File: src/rtl/cdb_arbiter.sv
// cdb_arbiter: round-robin arbiter granting up to two result broadcasts per
// cycle onto the two common-data-bus lanes (CDB, CDB2), with registered lanes.
//
// Ports:
//   clock, reset            rising-edge clock, async active-high reset
//   req[NUM_REQ]            unit i has a result pending
//   req_rob, req_data       per-unit tag/result, packed at [i*W +: W]
//   flush                   squash: no grants, lanes go idle, rr pointer to 0
//   grant[NUM_REQ]          combinational one-hot per winner (max two bits)
//   CDBiscast/RobNum/data   lane 0 (registered)
//   CDBiscast2/RobNum2/data2 lane 1 (registered)
//   stall_cnt, bcast_cnt    statistics, present only with CDB_STATS_EN
//
// Build option: define CDB_STATS_EN to add the saturating statistics counters.

module cdb_arbiter #(
    parameter int                 NUM_REQ     = 4,
    parameter int                 ROB_W       = 6,
    parameter int                 DATA_W      = 32,
    parameter logic [ROB_W-1:0]   INVALID_ROB = 6'b010000
) (
    input  logic                      clock,
    input  logic                      reset,
    input  logic [NUM_REQ-1:0]        req,
    input  logic [NUM_REQ*ROB_W-1:0]  req_rob,
    input  logic [NUM_REQ*DATA_W-1:0] req_data,
    input  logic                      flush,
    output logic [NUM_REQ-1:0]        grant,
    output logic                      CDBiscast,
    output logic [ROB_W-1:0]          CDBrobNum,
    output logic [DATA_W-1:0]         CDBdata,
    output logic                      CDBiscast2,
    output logic [ROB_W-1:0]          CDBrobNum2,
    output logic [DATA_W-1:0]         CDBdata2
`ifdef CDB_STATS_EN
    ,
    output logic [15:0]               stall_cnt,
    output logic [15:0]               bcast_cnt
`endif
);

    localparam int PTR_W = $clog2(NUM_REQ);

    logic [PTR_W-1:0]   r_rr_ptr;
    logic               r_iscast;
    logic [ROB_W-1:0]   r_rob;
    logic [DATA_W-1:0]  r_data;
    logic               r_iscast2;
    logic [ROB_W-1:0]   r_rob2;
    logic [DATA_W-1:0]  r_data2;

    logic               w_found0;
    logic               w_found1;
    logic [PTR_W-1:0]   w_idx0;
    logic [PTR_W-1:0]   w_idx1;
    logic [PTR_W-1:0]   w_idx;
    logic [PTR_W-1:0]   w_ptr_nxt;
    logic [3:0]         w_req_cnt;

    // (p + k) mod NUM_REQ without relying on NUM_REQ being a power of two
    function automatic logic [PTR_W-1:0] wrap_add(
        input logic [PTR_W-1:0] p,
        input int               k
    );
        int s;
        s = int'(32'(p)) + k;
        if (s >= NUM_REQ) s = s - NUM_REQ;
        return s[PTR_W-1:0];
    endfunction

    // Scan from rr_ptr upward: first hit takes lane 0, second takes lane 1
    always_comb begin
        w_found0  = 1'b0;
        w_found1  = 1'b0;
        w_idx0    = '0;
        w_idx1    = '0;
        w_idx     = '0;
        w_req_cnt = '0;
        for (int k = 0; k < NUM_REQ; k++) begin
            w_idx     = wrap_add(r_rr_ptr, k);
            w_req_cnt = w_req_cnt + 4'(req[k]);
            if (req[w_idx]) begin
                if (!w_found0) begin
                    w_found0 = 1'b1;
                    w_idx0   = w_idx;
                end else if (!w_found1) begin
                    w_found1 = 1'b1;
                    w_idx1   = w_idx;
                end
            end
        end
    end

    always_comb begin
        grant = '0;
        if (!flush) begin
            if (w_found0) grant[w_idx0] = 1'b1;
            if (w_found1) grant[w_idx1] = 1'b1;
        end
    end

    // Pointer moves just past the last winner; held when nothing is granted
    always_comb begin
        w_ptr_nxt = r_rr_ptr;
        if (w_found1)      w_ptr_nxt = wrap_add(w_idx1, 1);
        else if (w_found0) w_ptr_nxt = wrap_add(w_idx0, 1);
    end

    always_ff @(posedge clock or posedge reset) begin
        if (reset) begin
            r_rr_ptr  <= '0;
            r_iscast  <= 1'b0;
            r_rob     <= INVALID_ROB;
            r_data    <= '0;
            r_iscast2 <= 1'b0;
            r_rob2    <= INVALID_ROB;
            r_data2   <= '0;
        end else if (flush) begin
            r_rr_ptr  <= '0;
            r_iscast  <= 1'b0;
            r_rob     <= INVALID_ROB;
            r_iscast2 <= 1'b0;
            r_rob2    <= INVALID_ROB;
        end else begin
            r_rr_ptr <= w_ptr_nxt;
            if (w_found0) begin
                r_iscast <= 1'b1;
                r_rob    <= req_rob[w_idx0*ROB_W +: ROB_W];
                r_data   <= req_data[w_idx0*DATA_W +: DATA_W];
            end else begin
                r_iscast <= 1'b0;
                r_rob    <= INVALID_ROB;
            end
            if (w_found1) begin
                r_iscast2 <= 1'b1;
                r_rob2    <= req_rob[w_idx1*ROB_W +: ROB_W];
                r_data2   <= req_data[w_idx1*DATA_W +: DATA_W];
            end else begin
                r_iscast2 <= 1'b0;
                r_rob2    <= INVALID_ROB;
            end
        end
    end

    assign CDBiscast  = r_iscast;
    assign CDBrobNum  = r_rob;
    assign CDBdata    = r_data;
    assign CDBiscast2 = r_iscast2;
    assign CDBrobNum2 = r_rob2;
    assign CDBdata2   = r_data2;

`ifdef CDB_STATS_EN
    logic [15:0] r_stall_cnt;
    logic [15:0] r_bcast_cnt;
    logic [1:0]  w_ngrant;
    logic [16:0] w_bcast_sum;

    always_comb begin
        w_ngrant = '0;
        if (!flush) w_ngrant = 2'(w_found0) + 2'(w_found1);
        w_bcast_sum = {1'b0, r_bcast_cnt} + 17'(w_ngrant);
    end

    always_ff @(posedge clock or posedge reset) begin
        if (reset) begin
            r_stall_cnt <= '0;
            r_bcast_cnt <= '0;
        end else begin
            if (!flush && w_req_cnt > 4'd2 && r_stall_cnt != 16'hFFFF)
                r_stall_cnt <= r_stall_cnt + 16'd1;
            // Saturate rather than wrap when the sum overflows 16 bits
            r_bcast_cnt <= w_bcast_sum[16] ? 16'hFFFF : w_bcast_sum[15:0];
        end
    end

    assign stall_cnt = r_stall_cnt;
    assign bcast_cnt = r_bcast_cnt;
`endif

endmodule

File: config.mk
export PLATFORM = sky130hd
export DESIGN_NAME = cdb_arbiter
export DESIGN_NICKNAME = d
export VERILOG_FILES = /design/src/rtl/cdb_arbiter.sv
export SDC_FILE = /design/constraint.sdc
export NUM_CORES = 1
export LEC_CHECK = 0
export ABC_AREA = 1
export ABC_CLOCK_PERIOD_IN_PS = 3300
export CAP_MARGIN = 0
export CORE_MARGIN = 8
export CORE_UTILIZATION = 46
export DETAILED_ROUTE_END_ITERATION = 16
export PLACE_DENSITY = 0.82
export SETUP_SLACK_MARGIN = 0.4
export SYNTH_ARGS = -nofsm -noshare
export SYNTH_HDL_FRONTEND = slang
export SYNTH_SLANG_ARGS = --single-unit
File: constraint.sdc
create_clock -name clock -period 3.3 [get_ports clock]
set_input_delay 0.66 -clock clock [delete_from_list [all_inputs] [get_ports clock]]
set_output_delay 0.66 -clock clock [all_outputs]
set_load 0.02 [all_outputs]
==> results by group <==
Outcome
  – Outcome: complete, no violations

Placed design
  – Final RePlAce weighted congestion: 0.908
  – Placed insts: 1586
  – Input/output buffers: 240
  – HPWL after detailed placement: 17.7 mm

Timing
  – Actual transition at the worst max-transition pin: 0.813 ns
  – Final hold violation count: 0
  – Time the worst path needs with I/O delays and setup: 3.06 ns
  – Setup total negative slack: 0 ns
  – Highest clock rate: 327 MHz
  – Max transition margin: 0.458
  – Final slew viol count: 0
  – Final cycle utilization of the critical path: 0.927
  – Number of setup violations in the final report: 0
  – Clock skew: 0.00606 ns
  – Setup repair after global routing missed its margin: yes
  – Worst hold-check slack: 0.476 ns

Die
  – Floorplan die height: 137 microns
  – Floorplan die area: 18600 sq um
  – Effective utilization at floorplan: 0.465
  – Site row count: 44
  – Floorplan die width: 137 microns
  – Number of primary I/O pins: 241
  – Core Area: 14400 sq um

Global routing
  – Total Routing Usage GR: 0.280
  – Total gr overflow: 0
  – First-pass GRT wire length: 41.5 mm
  – Number of antenna violations at the first check in global routing: 0
  – Pin count of the biggest net entering global routing: 68
  – Via count of the first global-routing pass: 7948

Setup path
  – Worst reg-to-reg path cell count: 22
  – Critical Path Start: req[3]
  – Element type at the critical path end: primary output
  – Data arrival, critical path: 2.40 ns
  – Critical Path Start Type: primary input
  – Capturing element of the worst setup path: grant[2]
  – Startpoint of the worst register-to-register path: r_rr_ptr[0]
  – Destination of the worst register-to-register timing path: CDBrobNum[4]
  – Worst reg-to-reg setup slack: 0.42 ns
  – Required time at the endpoint of the critical path: 2.64 ns
  – CP Max Fanout: 5
  – Worst setup path category: in2out

Routing
  – Iteration-0 DRC count of the detailed router: 634
  – Vias: 8529
  – Met3 layer wire length in the routed design: 2.58 mm
  – Metal2 WL: 12.5 mm
  – Highest routed layer: met4
  – DR WL/cell: 16.6 microns
  – # DRC: 0
  – Routed metal-1 wirelength: 10.9 mm
  – WL final: 26.8 mm
  – Number of vias per cell after detailed routing: 5.26
  – Number of routed nets with antenna violations: 0
  – First-pass DRT Iterations: 5

Clock network
  – Clock Pin Slew Worst Setup and Hold Paths: 0.07 ns
  – Count of H-tree levels built during CTS: 3
  – Clock Tree Root: sky130_fd_sc_hd__clkbuf_16
  – Insertion delay of the later-clocked pin in the worst-skew pair: 0.35 ns
  – Clock tree from TritonCTS: built
  – Clock buffer depth: 2
  – Cts-stage hold buffer count: 0
  – Sinks on Clock Net: 80
  – Number of buffers created by CTS: 9

Synth
  – Cell taking the most area after synthesis: sky130_fd_sc_hd__nand2_1
  – Distinct cells, synth: 30
  – Register bit count reported by yosys: 80
  – Gate Count Post-Synth: 1179
  – Count of yosys warnings during synthesis: 0
  – Primary FF master, synth: sky130_fd_sc_hd__dfrtp_1
  – Post-synth EDFFs: 0
  – Share of synthesized registers carrying an async set or reset: 1.00
  – Sequential-to-total area share from yosys stat: 0.300
  – Area share of the largest cell type after synthesis: 0.373
  – Netlist area before placement: 6680 sq um
  – Mean Syn Cell Area: 5.67 sq um
  – Synthesized netlist net count: 1340
  – Main area contributors after synthesis: sky130_fd_sc_hd__nand2_1, sky130_fd_sc_hd__dfrtp_1, sky130_fd_sc_hd__nand3_1

Final layout
  – Most frequent cells in the layout: sky130_fd_sc_hd__nand2_1, sky130_fd_sc_hd__clkdlybuf4s50_1, sky130_fd_sc_hd__nand3_1
  – Post-layout nets: 1593
  – Final instance count without filler cells: 1621
  – Share of final-layout standard cells stronger than drive strength 1: 0.112
  – Diode insertion count for antenna repair: 0
  – Most common library cell in the layout ignoring fill and taps: sky130_fd_sc_hd__nand2_1
  – Relative area change from synthesis to final layout: 50.1%

Run
  – Count of max-cap constraint violations: 0

Min path
  – Hold crit path type: reg2reg
## flip-flops by register name (all words and copies together) (netlist names)
register	cells
CDBiscast2	1
CDBdata	32
r_rr_ptr	2
CDBdata2	32
CDBrobNum	6
CDBrobNum2	6
CDBiscast	1
## cells by family after synthesis
| group | after synthesis | share of synthesized area |
|---|---|---|
| simple gates | 893 | 0.551 |
| buf+inv | 178 | 0.123 |
| flops | 80 | 0.300 |
| compound gates | 26 | 0.0221 |
| fa+ha+maj | 2 | 0.00374 |
## synth_stat cells (2+ instances only)
| cell | instances |
|---|---|
| sky130_fd_sc_hd__nand3_2 | 3 |
| sky130_fd_sc_hd__nand2_1 | 665 |
| sky130_fd_sc_hd__buf_1 | 2 |
| sky130_fd_sc_hd__o21ai_0 | 13 |
| sky130_fd_sc_hd__buf_6 | 7 |
| sky130_fd_sc_hd__clkbuf_1 | 12 |
| sky130_fd_sc_hd__nor2_2 | 2 |
| sky130_fd_sc_hd__buf_4 | 14 |
| sky130_fd_sc_hd__o22ai_1 | 2 |
| sky130_fd_sc_hd__nor2_1 | 16 |
| sky130_fd_sc_hd__nand2_2 | 13 |
| sky130_fd_sc_hd__buf_2 | 36 |
| sky130_fd_sc_hd__dfrtp_1 | 78 |
| sky130_fd_sc_hd__dfstp_2 | 2 |
| sky130_fd_sc_hd__a21oi_1 | 6 |
| sky130_fd_sc_hd__inv_1 | 100 |
| sky130_fd_sc_hd__ha_1 | 2 |
| sky130_fd_sc_hd__nand3_1 | 187 |
| sky130_fd_sc_hd__inv_2 | 6 |
| sky130_fd_sc_hd__nand4_1 | 3 |
## layer usage
layer  vias to the layer above  GRT usage
li1                       4124          -
met1                      3890      0.347
met2                       445      0.463
met3                        70     0.0543
met4                         0      0.126
met5                         -          0
## area by class of cell
| cell class | instances | area [sq um] |
|---|---|---|
| clock buffer | 11 | 233 |
| clock inverter | 5 | 57.6 |
| fill | 1303 | 4340 |
| inverter | 106 | 407 |
| multi-input combinational | 921 | 4030 |
| sequential | 80 | 2010 |
| tap | 184 | 230 |
| timing repair buffer | 314 | 3070 |
## stage by stage
stage / setup slack (ns) / utilization / area [sq um]
2_1_floorplan: 0.363 / - / 6690
3_3_place_gp: -0.474 / 0.653 / 9390
3_5_place_dp: -0.473 / 0.653 / 9390
4_1_cts: 0.258 / 0.683 / 9820
5_1_grt: 0.124 / 0.698 / 10000
6_report: 0.241 / 0.698 / 10000
## how the worst min path moves through the flow
stage | start | cells after the start | to
floorplan | r_rr_ptr[1] | 2 | r_rr_ptr[1]
global placement | CDBdata[15] | 2 | CDBdata[15]
detailed placement | CDBdata[6] | 2 | CDBdata[6]
CTS | CDBdata2[7] | 2 | CDBdata2[7]
global route | CDBdata[15] | 2 | CDBdata[15]
finish | CDBdata2[25] | 2 | CDBdata2[25]
## critical path, cell delays in order
cell,delay (ns)
sky130_fd_sc_hd__dlygate4sd2_1,0.26
sky130_fd_sc_hd__inv_2,0.08
sky130_fd_sc_hd__nand2_2,0.06
sky130_fd_sc_hd__nand3_2,0.09
sky130_fd_sc_hd__nand2_4,0.10
sky130_fd_sc_hd__buf_6,0.14
sky130_fd_sc_hd__nor2_8,0.12
sky130_fd_sc_hd__nand2_2,0.07
sky130_fd_sc_hd__o211ai_1,0.17
sky130_fd_sc_hd__nand2_4,0.12
sky130_fd_sc_hd__buf_6,0.14
sky130_fd_sc_hd__nand2_2,0.06
sky130_fd_sc_hd__inv_2,0.04
sky130_fd_sc_hd__o21a_1,0.17
sky130_fd_sc_hd__buf_6,0.13
## what timing repair did
item,4_1_cts,5_1_grt
gates resized for setup,51,43
pin swaps,14,21
endpoints found under the setup margin,71,73
gates cloned,0,0
buffers inserted,10,9
Power is not shown: default switching activity piles up to over one toggle a cycle in this logic, so the estimate is an artifact.
